## src/rtl/cpu_timer_pkg.sv

```systemverilog
// Shared constants for the millisecond timeout timer.
package cpu_timer_pkg;
  localparam int CLK_HZ     = 50_000_000;
  localparam int CYC_PER_MS = CLK_HZ / 1000;
  localparam int TMS_W      = 13;
  localparam int CNT_W      = 29;
endpackage

```

## src/rtl/cpu_timer.sv

```systemverilog
// Millisecond timeout: rdy rises N = Tms*CYC_PER_MS edges after a run starts and stays set.
module cpu_timer
  import cpu_timer_pkg::*;
#(
  parameter int CLK_HZ     = cpu_timer_pkg::CLK_HZ,
  parameter int CYC_PER_MS = CLK_HZ / 1000
) (
  input  logic             clk,
  input  logic             rst,
  input  logic [TMS_W-1:0] Tms,
  output logic             rdy
);

  logic [CNT_W-1:0] N;
  logic [CNT_W-1:0] count_reg;
  logic             rdy_reg;
  logic [TMS_W-1:0] Tms_q;
  logic             tms_zero;
  logic             tms_changed;

  // Max product (8191 * 50_000) fits in CNT_W bits, so no overflow is possible.
  assign N           = CNT_W'(Tms) * CNT_W'(CYC_PER_MS);
  assign tms_zero    = (Tms == '0);
  assign tms_changed = (Tms != Tms_q);
  assign rdy         = rdy_reg & ~tms_zero;

  // Free-running sample; it tracks Tms through reset so release never looks like a change.
  always_ff @(posedge clk) begin
    Tms_q <= Tms;
  end

  always_ff @(posedge clk or posedge rst) begin
    if (rst) begin
      count_reg <= '0;
      rdy_reg   <= 1'b0;
    end else if (tms_zero || tms_changed) begin
      count_reg <= '0;
      rdy_reg   <= 1'b0;
    end else if (!rdy_reg) begin
      // Counter holds at N-1 once the flag is set; it never wraps.
      if (count_reg == N - CNT_W'(1)) begin
        rdy_reg <= 1'b1;
      end else begin
        count_reg <= count_reg + CNT_W'(1);
      end
    end
  end

endmodule

```

## config.mk

```make
export PLATFORM = sky130hd
export DESIGN_NAME = cpu_timer
export DESIGN_NICKNAME = d
export VERILOG_FILES = /design/src/rtl/cpu_timer_pkg.sv /design/src/rtl/cpu_timer.sv
export SDC_FILE = /design/constraint.sdc
export NUM_CORES = 1
export LEC_CHECK = 0
export BUFFER_PORTS_ARGS = -buffer_cell sky130_fd_sc_hd__buf_2
export CAP_MARGIN = 20
export CORE_MARGIN = 2
export CORE_UTILIZATION = 46
export CTS_BUF_LIST = sky130_fd_sc_hd__clkbuf_2 sky130_fd_sc_hd__clkbuf_4 sky130_fd_sc_hd__clkbuf_8
export DETAILED_ROUTE_END_ITERATION = 10
export SLEW_MARGIN = 40
export SYNTH_ARGS = -nofsm -noshare
export SYNTH_HDL_FRONTEND = slang
export SYNTH_SLANG_ARGS = --single-unit
```

## constraint.sdc

```tcl
create_clock -name clk -period 4.9 [get_ports clk]
set_clock_uncertainty 0.2 [all_clocks]
set_input_delay 0.245 -clock clk [delete_from_list [all_inputs] [get_ports clk]]
set_output_delay 0.245 -clock clk [all_outputs]
set_load 0.02 [all_outputs]
```

==> results of run 1 <==
## where the power goes
| part | internal [mW] | leakage [nW] | switching [mW] | total (mW) |
|---|---|---|---|---|
| Clock | 0.152 | 0.0581 | 0.143 | 0.295 |
| Sequential | 0.359 | 0.529 | 0.00251 | 0.361 |
| Combinational | 2.22 | 3.19 | 2.15 | 4.37 |
| Total | 2.73 | 3.78 | 2.30 | 5.03 |
## cell usage in the layout (no fill, tap or decap), drive strengths merged, types with 9 or more instances in the layout
master,count
nor2,25
buf,178
fa,32
inv,90
dfxtp,13
nand3,21
a211oi,9
nand2,30
ha,96
xnor2,33
or3,12
and3,11
o31ai,30
a21oi,44
dfrtp,30
nor3,12
nand4,15
o21ai,20
or4,26
xor2,25
## final cells by class
class                           count  share of cell area, %
Multi-Input combinational cell    534                   61.9
Timing Repair Buffer              182                   18.6
Sequential cell                    43                   11.7
Inverter                           90                   3.98
Tap cell                          176                   2.54
Clock buffer                        5                  0.793
Clock inverter                      3                  0.505
## worst max-delay path by stage
stage	startpoint	endpoint	slack, ns	depth (start not counted)
after floorplan	Tms[9]	count_reg[1]	-1.08	22
after global placement	Tms[3]	count_reg[28]	-1.61	26
after detailed placement	Tms[3]	count_reg[28]	-1.65	26
after CTS	Tms[10]	count_reg[25]	-1.06	25
after global routing	Tms[6]	count_reg[2]	-1.31	25
final	Tms[6]	count_reg[2]	-1.08	27
## cell families after synthesis
family / count (synthesis) / share of synthesized area (%)
buf+inv: 113 / 7.56
flops: 43 / 16.6
simple gates: 195 / 18.8
fa+ha+maj: 128 / 30.2
xor+xnor: 59 / 8.69
mux: 8 / 1.31
compound gates: 144 / 16.9
## layer usage
layer | up-vias | GRT usage (%)
met1 | 2931 | 33.6
li1 | 2832 | -
met3 | 30 | 3.07
met5 | - | 0
met2 | 147 | 46.0
met4 | 0 | 6.70
## repair_timing
action,CTS,global route
buffers inserted,14,3
endpoints found under the setup margin,30,30
cloned,6,1
hold endpoints to repair,32,0
pin swaps,62,24
gates resized for setup,94,50
hold buffers,3,0
## worst max-delay path, delay by kind of cell
| kind | cells | cell delay, ns |
|---|---|---|
| AO/OA/AOI/OAI | 8 | 1.39 |
| buffers and inverters | 9 | 1.15 |
| AND/OR/NAND/NOR | 4 | 1.09 |
| adder cells (fa/ha/maj) | 6 | 2.12 |
==> impl_metrics.py, run 1 <==
metrics = {
    "worst_setup_path": {
        "critPathMaxStageDelay_ns": 0.53,
        "worstSetupEndpointType": "flip-flop",
        "critPathKind": "primary input to flip-flop",
        "worstPathRequired_ns": 4.93,
        "cp_max_fo": 7,
        "r2r_cells": 15,
        "r2r_end": "count_reg[2]",
        "slowest_stage": "fa_1",
        "cp.arrival_ns": 6.01,
        "r2r_slack_ns": 0.58,
        "timing.rr.start": "count_reg[0]",
        "start_kind": "primary input",
    },
    "layout": {
        "fillCellCount": 1020,
        "final_layout_size_suffix_gt1_share_pct": 36.9,
        "layout.nets": 999,
        "final_util_pct": 66.3,
        "finalNonFillerCells": 1033,
        "final_area_um2": 8680,
        "diodes": 0,
        "largest_reg_flops": 29,
        "multiInputGateArea_um2": 5370,
        "areaGrowthSynthToFinish_pct": 42.1,
        "seq_area_um2": 1010,
    },
    "clock_tree": {
        "clockBufferDepth": 2,
        "cts_buffers": 5,
        "numClockSinks": 43,
        "insertion_delay_ns": 0.31,
        "htreeDepth": 2,
        "tritoncts": "built",
        "clk_pin_slew_worst_paths_ns": 0.10,
        "ctsRootBufferMaster": "clkbuf_8",
    },
    "synth": {
        "yosysTopAreaCell": "ha_1",
        "synth-edff-count": 0,
        "synth_cell_types": 72,
        "yosysMostFrequentCell": "ha_1",
        "synth_cells": 690,
        "synth_ff_type": "dfrtp_1",
        "netlist_area_um2": 6100,
        "ys_top_cells_by_count": "ha_1, inv_1, a21oi_1",
        "yosysSeqAreaShare_pct": 16.6,
        "async_flop_share_pct": 69.8,
        "avgSynthCellArea_um2": 8.85,
        "synth_top_area_share_pct": 19.7,
        "yosysWarningCount": 0,
        "syn-num-nets": 833,
        "ys_ff_latch": 43,
        "synthTopCellsByArea": "ha_1, dfrtp_1, fa_1, inv_1, xnor2_1",
    },
    "sta": {
        "fin_crit_ns": 5.98,
        "setup_viol": 30,
        "slew_violations": 0,
        "rsz0062_at_grt": "true",
        "hold_slack_ns": 0.0137,
        "tightest_slew_ns": 0.571,
        "maxSlewHeadroom_pct": 61.7,
        "min_period_over_period_pct": 122,
        "fin_setup_tns_ns": -30.10,
        "finalHoldViolCount": 0,
        "worst_slack_ns": -1.08,
        "fmax_mhz": 167,
    },
    "route": {
        "vias": 5940,
        "firstDrtPassIters": 5,
        "drtIter0Drc": 375,
        "avgViaCountPerCell": 5.75,
        "drt_wl_total_mm": 18.1,
        "antenna_left": 0,
        "dr_wl_met2_mm": 9.23,
        "highest_layer": "met4",
        "wl_met3_um": 653,
        "drc_errors": 0,
        "post_drt_wl_per_cell_um": 17.6,
        "wl_met1_mm": 7.86,
    },
    "min_path": {
        "min_to": "Tms_q[5]",
        "hold_depth": 2,
        "worst_hold_startpoint": "Tms[5]",
        "hold_class": "primary input to flip-flop",
    },
    "pwr": {
        "finalPower_mw": 5.03,
        "ir_worst_vdd_uv": 298,
        "p_per_area_nw_per_um2": 580,
        "p_leak_nw": 3.78,
    },
    "placement": {
        "dp_hpwl_mm": 12.9,
        "placedCellCount": 997,
        "place_area_um2": 7460,
        "gp_congestion": 0.882,
        "dpl_worst_slack_ns": -1.65,
        "port_buffers": 15,
    },
    "status": {
        "violations": "setup timing",
        "status": "finished with violations",
    },
    "global_routing": {
        "grt_first_pass_wirelength_mm": 30.0,
        "grt_pass1_vias": 6070,
        "grt_usage_pct": 26.0,
        "globalRouteOverflowTotal": 0,
        "grt_max_degree": 31,
        "antenna_found_initial": 0,
    },
    "die": {
        "dieWidth_um": 119,
        "rows": 42,
        "dieArea_um2": 14200,
        "io_pins": 16,
        "core-area_um2": 13100,
        "initial_core_util_pct": 46.7,
        "die_h_um": 119,
    },
    "run": {
        "drv_cap": 0,
    },
}
Note: power is estimated with default switching activity, not from simulation.
==> run 2, diff against run 1 <==
- ABC_AREA: not set -> 1
==> run 2 against run 1 <==
  * Largest cell class unchanged
  * Power up 13%
  * Highest routed layer unchanged
  * The flow now finishes without violations
  * Non-clock buffer count down 48
  * Critical path depth up 3
  * Critical endpoint is now count_reg[24]
  * Die area up 9.6%
  * Sequential power about the same
  * Worst setup slack better by 1.2 ns
  * Cell count up 29%
==> impl_metrics.py, run 2 <==
metrics = {
    "status": {
        "status": "finished clean",
    },
    "clock_tree": {
        "htreeDepth": 2,
        "numClockSinks": 43,
        "insertion_delay_ns": 0.33,
        "tritoncts": "built",
        "cts_buffers": 5,
        "ctsRootBufferMaster": "clkbuf_8",
        "clk_pin_slew_worst_paths_ns": 0.09,
        "clockBufferDepth": 2,
    },
    "die": {
        "rows": 44,
        "io_pins": 16,
        "dieWidth_um": 125,
        "core-area_um2": 14400,
        "initial_core_util_pct": 46.7,
        "dieArea_um2": 15600,
        "die_h_um": 125,
    },
    "run": {
        "drv_cap": 0,
    },
    "layout": {
        "final_cell_mix": "nand2_1, inv_1, buf_4, nand3_1, nand2_2",
        "largest_reg_flops": 29,
        "areaGrowthSynthToFinish_pct": 38.2,
        "diodes": 0,
        "layout.nets": 1286,
        "final_layout_size_suffix_gt1_share_pct": 35.2,
        "final_area_um2": 9280,
        "finalNonFillerCells": 1328,
        "layout_commonest_cell": "nand2_1",
    },
    "synth": {
        "netlist_area_um2": 6710,
        "synth-edff-count": 0,
        "synth_top_area_share_pct": 17.9,
        "synthTopCellsByArea": "ha_1, nand2_1, inv_1, dfrtp_1, fa_1",
        "yosysWarningCount": 0,
        "syn-num-nets": 1151,
        "yosysMostFrequentCell": "nand2_1",
        "yosysSeqAreaShare_pct": 15.1,
        "ys_ff_latch": 43,
        "yosysTopAreaCell": "ha_1",
        "avgSynthCellArea_um2": 6.66,
        "ys_top_cells_by_count": "nand2_1, inv_1, ha_1",
        "synth_cells": 1008,
        "synth_ff_type": "dfrtp_1",
        "synth_cell_types": 41,
        "async_flop_share_pct": 69.8,
    },
    "route": {
        "vias": 6527,
        "firstDrtPassIters": 5,
        "post_drt_wl_per_cell_um": 13.6,
        "avgViaCountPerCell": 4.91,
        "drc_errors": 0,
        "antenna_left": 0,
        "drt_wl_total_mm": 18.1,
        "drtIter0Drc": 262,
    },
    "worst_setup_path": {
        "r2r_cells": 13,
        "cp-startpoint": "Tms[10]",
        "start_kind": "primary input",
        "timing.rr.start": "count_reg[0]",
        "cp-endpoint": "count_reg[24]",
        "r2r_slack_ns": 1.59,
        "cp_max_fo": 6,
        "slowest_stage": "fa_1",
        "worstPathRequired_ns": 4.96,
        "critPathMaxStageDelay_ns": 0.56,
        "r2r_end": "count_reg[24]",
        "critPathKind": "primary input to flip-flop",
        "cp.arrival_ns": 4.88,
        "worstSetupEndpointType": "flip-flop",
    },
    "sta": {
        "fin_setup_tns_ns": 0,
        "fin_crit_ns": 4.82,
        "setup_viol": 0,
        "min_period_over_period_pct": 98.4,
        "slew_violations": 0,
        "maxSlewHeadroom_pct": 52.4,
        "tightest_slew_ns": 0.709,
        "fmax_mhz": 207,
        "rsz0062_at_grt": "true",
        "finalHoldViolCount": 0,
    },
    "pwr": {
        "p_per_area_nw_per_um2": 610,
        "finalPower_mw": 5.66,
        "p_leak_nw": 4.48,
        "ir_worst_vdd_uv": 383,
    },
    "global_routing": {
        "grt_first_pass_wirelength_mm": 29.1,
        "antenna_found_initial": 0,
        "grt_usage_pct": 22.4,
        "grt_pass1_vias": 6327,
        "globalRouteOverflowTotal": 0,
        "grt_max_degree": 31,
    },
    "placement": {
        "gp_congestion": 0.849,
        "place_area_um2": 7740,
        "port_buffers": 15,
        "dp_hpwl_mm": 13.8,
        "placedCellCount": 1299,
    },
    "min_path": {
        "worst_hold_startpoint": "Tms[8]",
        "hold_class": "primary input to flip-flop",
    },
}
[run 2: report_power, final]
part           total [mW]  internal (mW)  switching, mW
Combinational        5.00           2.16           2.84
Sequential          0.361          0.359        0.00235
Clock               0.297          0.152          0.145
[run 2: final cells by class]
| class | count | area, um^2 |
|---|---|---|
| multi-input cells | 745 | 5980 |
| fillers | 1229 | 5090 |
| repair buffers | 134 | 1110 |
| flip-flops and latches | 43 | 1010 |
| inverters | 214 | 831 |
| well taps | 184 | 230 |
| clock buffers | 5 | 68.8 |
| clock inverters | 3 | 43.8 |
[run 2: worst min-delay path by stage]
stage / cells past startpoint / end / slack [ns]
after floorplan: 0 / Tms_q[0] / 0.07
after global placement: 3 / count_reg[6] / 0.15
after detailed placement: 3 / count_reg[8] / 0.14
after CTS: 2 / Tms_q[1] / 0.002
after global routing: 2 / Tms_q[12] / 0.04
final: 2 / Tms_q[8] / 0.03
[run 2: timing repair]
item,CTS,global route
hold buffers,3,3
setup buffers,0,14
hold endpoints to repair,32,3
cloned,0,2
pin swaps,14,125
endpoints found under the setup margin,30,30
gates resized for setup,29,262
[run 2: metrics by stage]
step / worst slack [ns] / hold slack (ns) / util (%)
5_1_grt: -0.151 / 0.0384 / 64.6
4_1_cts: 0.0155 / 0.00227 / 56.1
3_5_place_dp: -0.541 / 0.145 / 53.9
6_report: 0.0791 / 0.0317 / 64.6
3_3_place_gp: -0.494 / 0.147 / 53.9
2_1_floorplan: 0.0228 / 0.0727 / -
[run 2: metal layers]
| metal | vias to the layer above | GRT usage, % | routed length, um |
|---|---|---|---|
| met5 | - | 0 | 0 |
| met2 | 97 | 37.5 | 8640 |
| met1 | 3001 | 31.1 | 8600 |
| met4 | 0 | 5.56 | 434 |
| li1 | 3395 | - | - |
| met3 | 34 | 2.36 | 439 |
[run 2: kinds of logic after synthesis]
logic type,share of synthesized area [%]
XOR/XNOR,2.87
AO/OA/AOI/OAI,4.60
buffers and inverters,12.8
AND/OR/NAND/NOR,37.2
adder cells (fa/ha/maj),27.4
flip-flops,15.1
[run 2: worst max-delay path: cells and delay by family]
family,cells,cell delay [ns]
fa+ha+maj,6,2.27
compound gates,2,0.29
simple gates,15,1.36
buf+inv,7,0.68
